### config.mk
export PLATFORM = sky130hd
export DESIGN_NAME = imem_loader_flat
export DESIGN_NICKNAME = d
export VERILOG_FILES = /design/src/rtl/imem_loader_pkg.sv /design/src/rtl/imem_loader_if.sv /design/src/rtl/imem_loader_word_assembler.sv /design/src/rtl/imem_loader.sv /design/src/flat_wrapper.sv
export SDC_FILE = /design/constraint.sdc
export NUM_CORES = 1
export LEC_CHECK = 0
export ABC_CLOCK_PERIOD_IN_PS = 1900
export CAP_MARGIN = 20
export CORE_MARGIN = 8
export CORE_UTILIZATION = 48
export CTS_CLUSTER_DIAMETER = 30
export DETAILED_ROUTE_END_ITERATION = 16
export PLACE_DENSITY = 0.84
export SYNTH_ARGS = -nofsm -noshare
export SYNTH_HDL_FRONTEND = slang
export SYNTH_SLANG_ARGS = --single-unit
### constraint.sdc
create_clock -name clk -period 1.9 [get_ports clk]
set_clock_uncertainty 0.2 [all_clocks]
set_input_delay 0.38 -clock clk [delete_from_list [all_inputs] [get_ports clk]]
set_output_delay 0.38 -clock clk [all_outputs]
set_load 0.005 [all_outputs]
### src/rtl/imem_loader_pkg.sv
// Shared definitions for the instruction-memory loader: FSM state encoding,
// error codes and the default frame marker.
package imem_loader_pkg;

    typedef enum logic [2:0] {
        ST_IDLE  = 3'd0,
        ST_COUNT = 3'd1,
        ST_DATA  = 3'd2,
        ST_CHECK = 3'd3,
        ST_DONE  = 3'd4,
        ST_ERR   = 3'd5
    } state_e;

    localparam logic [1:0] ERR_NONE  = 2'b00;
    localparam logic [1:0] ERR_COUNT = 2'b01;
    localparam logic [1:0] ERR_CSUM  = 2'b10;

    localparam logic [7:0] DEFAULT_SYNC_BYTE = 8'hA5;

endpackage

### src/rtl/imem_loader_if.sv
// Byte-stream input handshake plus instruction-memory write port of the loader.
interface imem_loader_if #(
    parameter int ADDR_W = 8
);
    logic              in_valid;
    logic [7:0]        in_data;
    logic              in_ready;
    logic              wr_en;
    logic [ADDR_W-1:0] wr_addr;
    logic [31:0]       wr_data;

    modport master (
        output in_valid, in_data,
        input  in_ready, wr_en, wr_addr, wr_data
    );

    modport slave (
        input  in_valid, in_data,
        output in_ready, wr_en, wr_addr, wr_data
    );
endinterface

### src/rtl/imem_loader_word_assembler.sv
// Collects four little-endian bytes into a 32-bit word; the completed word is
// presented combinationally alongside the strobe of its fourth byte.
module word_assembler (
    input  logic        clk,
    input  logic        rst_n,
    input  logic        i_clear,
    input  logic        i_byte_stb,
    input  logic [7:0]  i_byte,
    output logic        o_word_valid,
    output logic [31:0] o_word
);
    logic [1:0]  r_idx;
    logic [23:0] r_buf;

    always_ff @(posedge clk or negedge rst_n) begin
        if (!rst_n) begin
            r_idx <= 2'd0;
        end else if (i_clear) begin
            r_idx <= 2'd0;
        end else if (i_byte_stb) begin
            r_idx <= r_idx + 2'd1;
        end
    end

    // Byte buffer carries data only, so it needs no reset.
    always_ff @(posedge clk) begin
        if (i_byte_stb) begin
            r_buf <= {i_byte, r_buf[23:8]};
        end
    end

    assign o_word_valid = i_byte_stb && (r_idx == 2'd3);
    assign o_word       = {i_byte, r_buf};
endmodule

### src/rtl/imem_loader.sv
// Framed byte-stream program loader: SYNC, count, data words, XOR checksum;
// writes words to instruction memory and releases the CPU once verified.
module imem_loader
    import imem_loader_pkg::*;
#(
    parameter int         ADDR_W      = 8,
    parameter int         DEPTH_WORDS = 64,
    parameter int         BASE_ADDR   = 0,
    parameter logic [7:0] SYNC_BYTE   = DEFAULT_SYNC_BYTE,
    localparam int        WL_W        = $clog2(DEPTH_WORDS + 1)
) (
    input  logic            clk,
    input  logic            rst,
    input  logic            restart,
    imem_loader_if.slave    bus,
    output logic            cpu_hold,
    output logic            done,
    output logic            error,
    output logic [1:0]      err_code,
    output logic [WL_W-1:0] words_loaded
);
    localparam logic [2:0] IDLE  = ST_IDLE;
    localparam logic [2:0] COUNT = ST_COUNT;
    localparam logic [2:0] DATA  = ST_DATA;
    localparam logic [2:0] CHECK = ST_CHECK;
    localparam logic [2:0] DONE  = ST_DONE;
    localparam logic [2:0] ERR   = ST_ERR;

    logic [2:0]        r_state;
    logic [WL_W-1:0]   r_count;
    logic [WL_W-1:0]   r_words;
    logic [7:0]        r_csum;
    logic              r_wr_en;
    logic [ADDR_W-1:0] r_wr_addr;
    logic [31:0]       r_wr_data;
    logic              r_hold;
    logic              r_done;
    logic              r_err;
    logic [1:0]        r_code;

    logic              w_open;
    logic              w_acc;
    logic              w_clear;
    logic              w_stb;
    logic              w_word_valid;
    logic [31:0]       w_word;
    logic              w_count_bad;
    logic [WL_W-1:0]   w_words_nxt;

    // Gating with rst keeps any byte from being consumed while in reset.
    assign w_open      = (r_state == IDLE) || (r_state == COUNT) ||
                         (r_state == DATA) || (r_state == CHECK);
    assign bus.in_ready = rst && !restart && w_open;
    assign w_acc       = bus.in_valid && bus.in_ready;
    assign w_clear     = restart || ((r_state == COUNT) && w_acc);
    assign w_stb       = w_acc && (r_state == DATA);
    assign w_count_bad = (bus.in_data == 8'd0) || (int'(bus.in_data) > DEPTH_WORDS);
    assign w_words_nxt = r_words + WL_W'(1);

    word_assembler u_asm (
        .clk          (clk),
        .rst_n        (rst),
        .i_clear      (w_clear),
        .i_byte_stb   (w_stb),
        .i_byte       (bus.in_data),
        .o_word_valid (w_word_valid),
        .o_word       (w_word)
    );

    always_ff @(posedge clk or negedge rst) begin
        if (!rst) begin
            r_state   <= IDLE;
            r_count   <= '0;
            r_words   <= '0;
            r_csum    <= 8'd0;
            r_wr_en   <= 1'b0;
            r_wr_addr <= '0;
            r_wr_data <= 32'd0;
            r_hold    <= 1'b1;
            r_done    <= 1'b0;
            r_err     <= 1'b0;
            r_code    <= ERR_NONE;
        end else if (restart) begin
            // Abort: cancels any scheduled strobe, memory keeps partial words.
            r_state   <= IDLE;
            r_words   <= '0;
            r_wr_en   <= 1'b0;
            r_hold    <= 1'b1;
            r_done    <= 1'b0;
            r_err     <= 1'b0;
            r_code    <= ERR_NONE;
        end else begin
            r_wr_en <= 1'b0;
            case (r_state)
                IDLE: begin
                    if (w_acc && (bus.in_data == SYNC_BYTE)) r_state <= COUNT;
                end
                COUNT: begin
                    if (w_acc) begin
                        if (w_count_bad) begin
                            r_state <= ERR;
                            r_err   <= 1'b1;
                            r_code  <= ERR_COUNT;
                        end else begin
                            r_count <= WL_W'(bus.in_data);
                            r_csum  <= 8'd0;
                            r_words <= '0;
                            r_state <= DATA;
                        end
                    end
                end
                DATA: begin
                    if (w_acc) begin
                        r_csum <= r_csum ^ bus.in_data;
                        if (w_word_valid) begin
                            r_wr_en   <= 1'b1;
                            r_wr_addr <= ADDR_W'(BASE_ADDR + 4 * int'(r_words));
                            r_wr_data <= w_word;
                            r_words   <= w_words_nxt;
                            if (w_words_nxt == r_count) r_state <= CHECK;
                        end
                    end
                end
                CHECK: begin
                    if (w_acc) begin
                        if (bus.in_data == r_csum) begin
                            r_state <= DONE;
                            r_done  <= 1'b1;
                            r_hold  <= 1'b0;
                        end else begin
                            r_state <= ERR;
                            r_err   <= 1'b1;
                            r_code  <= ERR_CSUM;
                        end
                    end
                end
                default: ;
            endcase
        end
    end

    assign bus.wr_en    = r_wr_en;
    assign bus.wr_addr  = r_wr_addr;
    assign bus.wr_data  = r_wr_data;
    assign cpu_hold     = r_hold;
    assign done         = r_done;
    assign error        = r_err;
    assign err_code     = r_code;
    assign words_loaded = r_words;
endmodule

### src/flat_wrapper.sv
// flat-port wrapper written by rule: the top's interface ports become plain ports
module imem_loader_flat import imem_loader_pkg::*;
#(
    parameter int         ADDR_W      = 8,
    parameter int         DEPTH_WORDS = 64,
    parameter int         BASE_ADDR   = 0,
    parameter logic [7:0] SYNC_BYTE   = DEFAULT_SYNC_BYTE,
    localparam int        WL_W        = $clog2(DEPTH_WORDS + 1)
)
  (clk, rst, restart, cpu_hold, done, error, err_code, words_loaded, bus_in_valid, bus_in_data, bus_in_ready, bus_wr_en, bus_wr_addr, bus_wr_data);
  imem_loader_if #(.ADDR_W(ADDR_W)) bus_i ();
  input  logic clk;
  input  logic rst;
  input  logic restart;
  output logic cpu_hold;
  output logic done;
  output logic error;
  output logic [1:0] err_code;
  output logic [WL_W-1:0] words_loaded;
  input wire logic [$bits(bus_i.in_valid)-1:0] bus_in_valid;
  input wire logic [$bits(bus_i.in_data)-1:0] bus_in_data;
  output wire logic [$bits(bus_i.in_ready)-1:0] bus_in_ready;
  output wire logic [$bits(bus_i.wr_en)-1:0] bus_wr_en;
  output wire logic [$bits(bus_i.wr_addr)-1:0] bus_wr_addr;
  output wire logic [$bits(bus_i.wr_data)-1:0] bus_wr_data;
  assign bus_i.in_valid = bus_in_valid;
  assign bus_i.in_data = bus_in_data;
  assign bus_in_ready = bus_i.in_ready;
  assign bus_wr_en = bus_i.wr_en;
  assign bus_wr_addr = bus_i.wr_addr;
  assign bus_wr_data = bus_i.wr_data;
  imem_loader #(.ADDR_W(ADDR_W), .DEPTH_WORDS(DEPTH_WORDS), .BASE_ADDR(BASE_ADDR), .SYNC_BYTE(SYNC_BYTE)) u_core (.clk(clk), .rst(rst), .restart(restart), .bus(bus_i), .cpu_hold(cpu_hold), .done(done), .error(error), .err_code(err_code), .words_loaded(words_loaded));
endmodule
Word level (Yosys, flattened, before mapping)
Index checks and enable logic that the tools add are counted.
W data, S select, Z words.
{"block": "op_classes", "add_sub_neg": 2, "n_mul": 0, "div_mod_pow": 0, "order_cmp": 1, "eq_ne": 19, "n_shift": 0, "mux": 46, "bitwise": 3, "reduce_logical": 30}
{"operator": "$mux W7", "count": 5}
{"operator": "$mux W3", "count": 8}
{"operator": "$mux W8", "count": 3}
{"operator": "$mux W1", "count": 18}
{"operator": "$pmux W8 S2", "count": 1}
{"operator": "$ne A3 B3 Y1 const B", "count": 5}
{"operator": "$reduce_and A5 Y1", "count": 3}
{"operator": "$mux W2", "count": 7}
{"operator": "$pmux W7 S2", "count": 1}
{"operator": "$ne A3 B2 Y1 const B", "count": 4}
{"operator": "$pmux W3 S4", "count": 1}
{"operator": "$reduce_bool A2 Y1", "count": 5}
{"operator": "$eq A8 B8 Y1", "count": 1}
{"operator": "$eq A8 B8 Y1 const B", "count": 1}
{"operator": "$gt A8 B7 Y1 const B", "count": 1}
{"operator": "$logic_not A8 Y1", "count": 1}
{"operator": "$reduce_and A4 Y1", "count": 2}
{"operator": "$xor A8 B8 Y8", "count": 1}
{"operator": "$add A7 B1 Y7 const B", "count": 1}
{"operator": "$eq A7 B7 Y1", "count": 1}
{"operator": "$logic_and A1 B1 Y1", "count": 7}
{"operator": "$reduce_and A7 Y1", "count": 1}
{"operator": "$eq A3 B2 Y1 const B", "count": 2}
{"operator": "$reduce_bool A3 Y1", "count": 2}
{"operator": "13 further kinds", "count": 19}
{"block": "totals", "ff_bits": 95, "latch_bits": 0, "ramBits": 0, "romBits": 0, "in_bits": 12, "out_inout_bits": 54, "elab_cells": 114, "mem_count": 0}

Depth between registers and ports, before layout
Gate-level depths: netlist (run 1).
{"block": "logic_depth", "word_depth": 12, "mapped_depth": 9, "ltp_nobuf": 7}

By module
From an unflattened synthesis (run 1), not the netlist that was laid out.
{"block": "hier_totals", "hier_cells": 401, "area_unflattened_um2": 4146.5}
{"module": "imem_loader", "instances": 1, "cells_per_inst": 361, "area_each_um2": 3269.4, "seq_area_each_um2": 1727.9}
{"module": "word_assembler", "instances": 1, "cells_per_inst": 40, "area_each_um2": 877.1, "seq_area_each_um2": 770.7}

Least setup slack after synthesis (run 1)
No wires, ideal clock.
{"block": "synth_timing", "path_kind": "flip-flop to flip-flop", "start": "register u_core.r_words[0], in the netlist u_core.words_loaded[0]", "end": "register u_core.r_state[0]", "setup_ns": 0.077, "t_arrival_ns": 1.746, "required_time_ns": 1.623, "path_slack_ns": -0.123, "stages_incl_launch_ff": 8, "path_buffers": 0, "period_less_slack_ns": 2.023, "cell_sequence": "dfrtp_1 ha_1 nand3_1 or2_2 xnor2_1 nor4_1 a31oi_1 a21oi_1"}
{"block": "synth_via", "elab_chain_cells": 4}
{"item": "from (decl)", "line": "imem_loader.sv:31", "rtl": "logic [WL_W-1:0] r_words;"}
{"item": "from (signal assigned)", "line": "imem_loader.sv:119", "rtl": "r_words <= w_words_nxt;"}
{"item": "$add A7 B1 Y7", "line": "imem_loader.sv:58", "rtl": "assign w_words_nxt = r_words + WL_W'(1);"}
{"item": "$eq A7 B7 Y1", "line": "imem_loader.sv:120", "rtl": "if (w_words_nxt == r_count) r_state <= CHECK;"}
{"item": "$ne A3 B3 Y1 (no line)"}
{"item": "$reduce_and A7 Y1 (no line)"}
{"item": "to (signal assigned)", "line": "imem_loader.sv:120"}
{"item": "to (signal assigned)", "line": "imem_loader.sv:127", "rtl": "r_state <= DONE;"}
{"item": "to (signal assigned)", "line": "imem_loader.sv:131", "rtl": "r_state <= ERR;"}
{"item": "to (decl)", "line": "imem_loader.sv:29", "rtl": "logic [2:0] r_state;"}
No other way between the ends.
A chain may end at the register's enable or synchronous reset.

Worst setup path after layout (run 1)
{"block": "layout_timing", "start": "input bus_in_data[3]", "end": "register u_core.r_code[0], in the netlist u_core.err_code[0]"}
{"block": "layout_via", "elab_chain_cells": 4, "word_cells_on_any_way": 7, "cone_classes": "order compare: 1; eq/ne: 3; reduce/logical: 3"}
{"item": "from (decl)", "line": "flat_wrapper.sv:21", "rtl": "input wire logic [$bits(bus_i.in_data)-1:0] bus_in_data;"}
{"item": "$gt A8 B7 Y1 / $logic_not A8 Y1 (equally long branches)", "line": "imem_loader.sv:57", "rtl": "assign w_count_bad = (bus.in_data == 8'd0) || (int'(bus.in_data) > DEPTH_WORDS);"}
{"item": "$logic_or A1 B1 Y1", "line": "imem_loader.sv:57"}
{"item": "$ne A3 B2 Y1 (no line)"}
{"item": "$reduce_and A5 Y1 (no line) *"}
{"item": "to (signal assigned)", "line": "imem_loader.sv:82", "rtl": "r_code <= ERR_NONE;"}
{"item": "to (signal assigned)", "line": "imem_loader.sv:91", "rtl": "r_code <= ERR_NONE;"}
{"item": "to (signal assigned)", "line": "imem_loader.sv:103", "rtl": "r_code <= ERR_COUNT;"}
{"item": "to (decl)", "line": "imem_loader.sv:39", "rtl": "logic [1:0] r_code;"}
Mark *: on every way between the ends. The rest lies on a longest branch, timed or not.

==> metrics.csv, run 1 <==
stage;metric;value;unit
run_status;run_status;finished, violations left;
run_status;failed_checks;negative setup slack;
worst_setup_path;path_max_fanout;3;
worst_setup_path;criticalPathCategory;in -> reg;
routing;m1WireLength;4050;µm
sta;drv_slew;0;
global_routing;antenna_found_initial;0;
routing;wl_met2;4780;µm
routing;first_pass_iters;4;
pwr;internal_power;0.00280;W
final_layout;fillers;602;
worst_setup_path;crit_path_max_incr_delay;0.30;ns
worst_setup_path;crit_chain;dlygate4sd2_1 > nor3_4 > a21o_1 > a211oi_4 > nor2_1 > nand3_1 > buf_4 > a221oi_1;
floorplanning;fp.dieH;107;µm
routing;drt_iter0_markers;156;
routing;num_vias;2983;
worst_setup_path;critPathLaunchType;input port;
pwr;p_comb_share;4.5;%
logic_synthesis;synth.top_cell.area_share;44.4;%
logic_synthesis;syn_inst;345;
logic_synthesis;synth.area.top_cells;dfrtp_1 (44%), edfxtp_1 (18%), nand2_1 (8.3%);
worst_setup_path;crit_arrival;1.97;ns
pwr;clkPwrFrac;37.0;%
routing;top_layer_used;met4;
logic_synthesis;synth_area;3950;µm²
min_path;min_path_type;reg -> reg;
cts;cts.htree.levels;3;
final_layout;stdcell_area;5490;µm²
routing;drc;0;
routing;drtAntennaViolNets;0;
pwr;p_total;0.00357;W
cts;clock_path_buffers;2;
placed_design;place_area;5100;µm²
sta;fin_ws;-0.0291;ns
cts;clk_pin_slew;0.08;ns
logic_synthesis;syn_area_per_cell;11.4;µm²
floorplanning;start_util;48.8;%
routing;wl_met3;489;µm
logic_synthesis;async_reset_ff_share;74.7;%
logic_synthesis;synth_seq_cells;95;
routing;viasPerCell;5.12;
logic_synthesis;yosysTopAreaCell;dfrtp_1;
cts;cts_tree;yes;
sta;hold_violations;0;
global_routing;grt_pass1_vias;3063;
floorplanning;num_io_pins;66;
sta;setup_viol;8;
logic_synthesis;synth_top_flop_cell;dfrtp_1;
floorplanning;row_count;33;
final_layout;drive_above_1_share;27.4;%
final_layout;syn_to_final_growth;39.0;%
cts;cts_num_sinks;95;
run;drv_cap;0;
routing;wire_per_inst;16.3;µm
sta;rsz0062_at_grt;true;
worst_setup_path;slowest_stage;dlygate4sd2_1;
final_layout;n_antenna_cell;0;
cts;cts_root_buf;clkbuf_8;
routing;drt-total-wl;9490;µm
pwr;power-per-cell-area;650;nW/µm²
global_routing;grtUsageTotal;16.7;%
sta;fin_crit_sh;102;%
pwr;p_seq_share;58.5;%
worst_setup_path;setup.worst_path.end_class;register;
placed_design;io_buffers;63;
cts;clk_latency;0.36;ns
placed_design;dpl.hpwl;6570;µm
sta;fin_crit;1.93;ns
worst_setup_path;required;1.94;ns
final_layout;nets;487;
floorplanning;die_x;107;µm
pwr;p_sw;0.000769;W
pwr;swShare;21.6;%
logic_synthesis;synth.yosys.seq_area_share;63.3;%
global_routing;gr-total-overflow;0;
pwr;ir_drop;0.353;mV
worst_setup_path;reg2reg_slack;-0.02;ns
global_routing;grt_max_degree;39;
final_layout;multi_input_area;1480;µm²
logic_synthesis;synth_warnings;0;
cts;numCtsBuffers;9;
logic_synthesis;synth-edff-count;24;
logic_synthesis;synth_cell_types;43;
placed_design;place_ws;-0.740;ns
global_routing;grt_pass1_wl;15300;µm
pwr;p_leak;2.55;nW
floorplanning;die_area;11400;µm²
floorplanning;core;8090;µm²
final_layout;seq_area;2500;µm²
placed_design;routabilityCongestion;0.920;
sta;max_freq;518;MHz
-- logic make-up after synthesis --
logic type	after synthesis	share of synthesized area [%]
xor gates and xnor gates	19	4.21
and+or+nand+nor	136	14.9
adders and majority gates	2	0.634
DFF	95	63.3
buffers and inverters	22	3.01
other	1	0.0950
muxes	22	6.21
AOI/OAI and AO/OA	48	7.64
-- per-layer routing --
layer | vias up | global-route usage (%)
li1 | 1425 | -
met1 | 1453 | 20.4
met2 | 88 | 27.8
met3 | 17 | 4.32
met4 | 0 | 6.73
met5 | - | 0
-- path summary, 6_finish.rpt --
path,depth (start not counted),to,startpoint
min,2,u_core.bus.wr_data[1],u_core.u_asm.r_buf[1]
max,8,u_core.err_code[0],bus_in_data[3]
min reg2reg,2,u_core.bus.wr_data[1],u_core.u_asm.r_buf[1]
max reg2reg,4,u_core.r_count[6],u_core.r_state[1]
min in group asynchronous,3,u_core.err_code[1],rst
max in group asynchronous,4,u_core.cpu_hold,rst
-- what timing repair did --
item	CTS	global route
setup buffers	3	8
hold buffers	2	0
pin swaps	6	4
gates resized for setup	27	21
endpoints found under the hold margin	70	0
endpoints found under the setup margin	54	56
-- critical path: cells and delay by family --
family	cells	cell delay, ns
AO/OA/AOI/OAI	3	0.61
buffers and inverters	2	0.46
AND/OR/NAND/NOR	3	0.53
-- state kept, by name, summed over array words and instances (netlist names) --
name,cells
u_core.done,1
u_core.u_asm.r_idx,2
u_core.words_loaded,7
u_core.error,1
u_core.r_state,3
u_core.u_asm.r_buf,24
u_core.err_code,2
u_core.bus.wr_data,32
u_core.cpu_hold,1
u_core.r_count,7
u_core.bus.wr_addr,6
u_core.bus.wr_en,1
u_core.r_csum,8
-- layout make-up --
| class | instances | share of cell area [%] |
|---|---|---|
| flip-flops and latches | 95 | 45.6 |
| clock inverters | 5 | 1.03 |
| well taps | 105 | 2.39 |
| repair buffers | 131 | 21.1 |
| multi-input cells | 229 | 26.9 |
| inverters | 7 | 0.479 |
| clock buffers | 11 | 2.58 |
-- synthesized netlist by cell type (2+ instances only) --
cell	number
and3_1	3
o21a_1	5
buf_2	5
a21o_1	2
nor2_1	16
nand3_1	10
nand2b_1	4
a21oi_1	17
nor4_1	2
mux2i_1	2
o21ai_0	7
nor3_1	3
mux2_2	20
inv_1	7
nand3b_1	2
dfrtp_1	70
nor2b_1	2
edfxtp_1	24
nand4_1	2
clkbuf_1	4
ha_1	2
a31oi_1	8
xnor2_1	14
xor2_1	5
buf_6	2
nand2_1	87
buf_4	4
-- power by group through the flow --
stage	clock network, W	logic, W	registers (W)
floorplan	0	0.0000359	0.00213
global placement	0	0.000151	0.00213
detailed placement	0	0.000155	0.00213
CTS	0.00135	0.000156	0.00209
global route	0.00142	0.000175	0.00209
finish	0.00132	0.000161	0.00209
-- metrics by stage --
| step | setup TNS [ns] | utilization, % | instances | hold WS, ns |
|---|---|---|---|---|
| after floorplan | -0.173 | - | 346 | -0.116 |
| after global placement | -29.56 | 63.0 | 554 | 0.0760 |
| after detailed placement | -32.06 | 63.0 | 554 | 0.0780 |
| after CTS | 0 | 66.1 | 575 | 0.247 |
| after global routing | -0.629 | 67.8 | 583 | 0.251 |
| final | -0.0904 | 67.8 | 583 | 0.244 |
-- placed cells by master, fill, tap and decap left out, types with 2 or more instances in the layout --
| cell type | n |
|---|---|
| dlygate4sd2_1 | 12 |
| buf_4 | 62 |
| nand3_1 | 9 |
| dlygate4sd3_1 | 2 |
| nor3_4 | 2 |
| nor2_1 | 16 |
| dfrtp_2 | 3 |
| mux2i_1 | 2 |
| conb_1 | 2 |
| clkbuf_2 | 2 |
| nand2_1 | 86 |
| nand3b_1 | 2 |
| buf_12 | 2 |
| inv_1 | 6 |
| a21o_1 | 2 |
| clkinv_2 | 2 |
| buf_6 | 3 |
| nand2b_1 | 4 |
| edfxtp_1 | 24 |
| nand4_1 | 2 |
| o21a_1 | 5 |
| clkdlybuf4s50_1 | 46 |
| and3_1 | 2 |
| a21oi_1 | 17 |
| a31oi_1 | 6 |
| xnor2_1 | 13 |
| xor2_1 | 4 |
| mux2_2 | 20 |
| clkbuf_8 | 10 |
| dfrtp_1 | 67 |
| o21ai_0 | 6 |
No activity file was read; power rests on OpenSTA's default activity.
==> run 2: changes to the inputs <==
ABC_CLOCK_PERIOD_IN_PS = 1650   (was 1900)
clock period = 1.65 ns   (was 1.9 ns; I/O delays follow)
==> metrics.csv, run 2 (same netlist as run 1, synthesis figures left out) <==
stage;metric;value;unit
floorplanning;num_io_pins;66;
pwr;p_comb_share;4.7;%
final_layout;fillers;463;
final_layout;multi_input_area;1800;µm²
final_layout;nets;527;
cts;clock_path_buffers;2;
worst_setup_path;critPathLaunchType;register;
worst_setup_path;required;1.71;ns
routing;drc;0;
worst_setup_path;slowest_stage;dfrtp_1;
routing;drt-total-wl;12100;µm
sta;max_freq;522;MHz
pwr;p_seq_share;58.6;%
cts;cts_num_sinks;95;
worst_setup_path;criticalPathCategory;reg -> reg;
cts;numCtsBuffers;9;
worst_setup_path;cp_num_cells;6;
routing;wl_met3;711;µm
sta;fin_crit_sh;116;%
cts;cts_tree;yes;
pwr;power-per-cell-area;659;nW/µm²
sta;setup_viol;93;
sta;hold_violations;0;
worst_setup_path;crit_chain;buf_6 > nor3b_4 > and3_4 > nand2_8 > buf_8 > mux2_2;
worst_setup_path;setup.worst_path.end_class;register;
sta;drv_slew;0;
cts;cts.htree.levels;3;
final_layout;n_antenna_cell;0;
global_routing;grt_max_degree;41;
routing;wire_per_inst;19.4;µm
final_layout;final_common_cell;buf_4;
final_layout;seq_area;2500;µm²
worst_setup_path;path_max_fanout;10;
final_layout;drive_above_1_share;44.0;%
routing;first_pass_iters;4;
routing;drt_iter0_markers;195;
global_routing;grtUsageTotal;18.1;%
min_path;hold_path_depth;0;
worst_setup_path;crit_path_max_incr_delay;0.41;ns
routing;wl_met2;6430;µm
floorplanning;die_x;107;µm
pwr;internal_power;0.00306;W
global_routing;grt_pass1_vias;3338;
placed_design;place_area;5250;µm²
routing;top_layer_used;met4;
pwr;p_sw;0.00104;W
global_routing;grt_pass1_wl;16400;µm
run;drv_cap;0;
routing;m1WireLength;4610;µm
cts;clk_pin_slew;0.11;ns
pwr;swShare;25.3;%
cts;clk_latency;0.37;ns
sta;tns;-15.99;ns
placed_design;place_ws;-0.872;ns
run_status;run_status;finished, violations left;
global_routing;antenna_found_initial;0;
worst_setup_path;crit_arrival;1.97;ns
global_routing;gr-total-overflow;0;
floorplanning;start_util;48.8;%
run_status;failed_checks;negative setup slack;
floorplanning;fp.dieH;107;µm
sta;worst_slew_pin_slew;0.511;ns
worst_setup_path;crit_buf_inv;2;
final_layout;stdcell_area;6220;µm²
routing;num_vias;3411;
worst_setup_path;crit_family;simple AND/OR/NAND/NOR gates;
final_layout;largest_reg_flops;32;
placed_design;dpl.hpwl;6790;µm
floorplanning;core;8090;µm²
sta;whs;0.262;ns
cts;cts_root_buf;clkbuf_8;
placed_design;io_buffers;63;
floorplanning;row_count;33;
routing;viasPerCell;5.48;
floorplanning;die_area;11400;µm²
worst_setup_path;reg2reg_depth;6;
pwr;p_leak;3.14;nW
routing;drtAntennaViolNets;0;
sta;fin_crit;1.91;ns
final_layout;final_cell_mix;buf_4 (75), dfrtp_1 (68), nand2_1 (57);
placed_design;routabilityCongestion;0.822;
min_path;min_path_type;reg -> reg;
sta;fin_ws;-0.265;ns
pwr;clkPwrFrac;36.6;%
sta;rsz0062_at_grt;true;
sta;relSlewSlack;65.9;%
pwr;ir_drop;0.556;mV
pwr;p_total;0.00410;W
final_layout;syn_to_final_growth;57.4;%
run 2: changes by cell type in the layout (fill, tap and decap cells not counted), sizes merged:
cell	before	now
buf	67	108
bufinv	1	0
clkbuf	13	14
clkdlybuf4s15	2	3
clkdlybuf4s50	46	2
dlygate4sd2	12	50
inv	8	11
nand2	87	88
run 2: power by group through the flow:
stage	sequential, W	clock, W	combinational, W
2_1_floorplan	0.00245	0	0.0000426
3_3_place_gp	0.00245	0	0.000174
3_5_place_dp	0.00245	0	0.000177
4_1_cts	0.00240	0.00149	0.000181
5_1_grt	0.00240	0.00160	0.000210
6_report	0.00240	0.00150	0.000194
run 2: per-layer routing:
metal / global-route usage (%) / up-vias
met4: 8.34 / 0
met5: 0 / -
met2: 31.6 / 134
li1: - / 1517
met1: 20.6 / 1730
met3: 4.02 / 30
run 2: final timing paths:
kind	from	endpoint	slack (ns)
max in group asynchronous	rst	u_core.bus.wr_data[17]	0.41
setup / recovery	u_core.r_state[2]	u_core.bus.wr_data[30]	-0.26
hold reg to reg	u_core.u_asm.r_buf[23]	u_core.u_asm.r_buf[15]	0.26
hold / removal	u_core.u_asm.r_buf[23]	u_core.u_asm.r_buf[15]	0.26
min in group asynchronous	rst	u_core.r_csum[0]	0.46
setup reg to reg	u_core.r_state[2]	u_core.bus.wr_data[30]	-0.26
run 2: layout make-up:
| type | count | area share, % |
|---|---|---|
| Multi-Input combinational cell | 230 | 29.0 |
| Inverter | 7 | 0.543 |
| Clock inverter | 7 | 0.986 |
| Tap cell | 105 | 2.11 |
| Sequential cell | 95 | 40.2 |
| Clock buffer | 9 | 1.99 |
| Timing Repair Buffer | 170 | 25.1 |
run 2: worst register-to-register path, delay by kind of cell (launching register included):
| family | cells | cell delay [ns] |
|---|---|---|
| buffers and inverters | 2 | 0.31 |
| AND/OR/NAND/NOR | 3 | 0.60 |
| flip-flops | 1 | 0.41 |
| multiplexers | 1 | 0.28 |
run 2: stage by stage:
step                      utilization [%]  instances
after global placement               64.8        563
after global routing                 76.8        623
after CTS                            71.1        611
final                                76.8        623
after detailed placement             64.8        563
after floorplan                         -        346
run 2: what timing repair did:
| action | CTS | global route |
|---|---|---|
| setup endpoints to repair | 145 | 100 |
| gates resized for setup | 120 | 92 |
| buffers inserted | 32 | 8 |
| pin swaps | 22 | 43 |
| hold buffers | 2 | 0 |
| gates cloned | 0 | 5 |
| hold endpoints to repair | 70 | 0 |
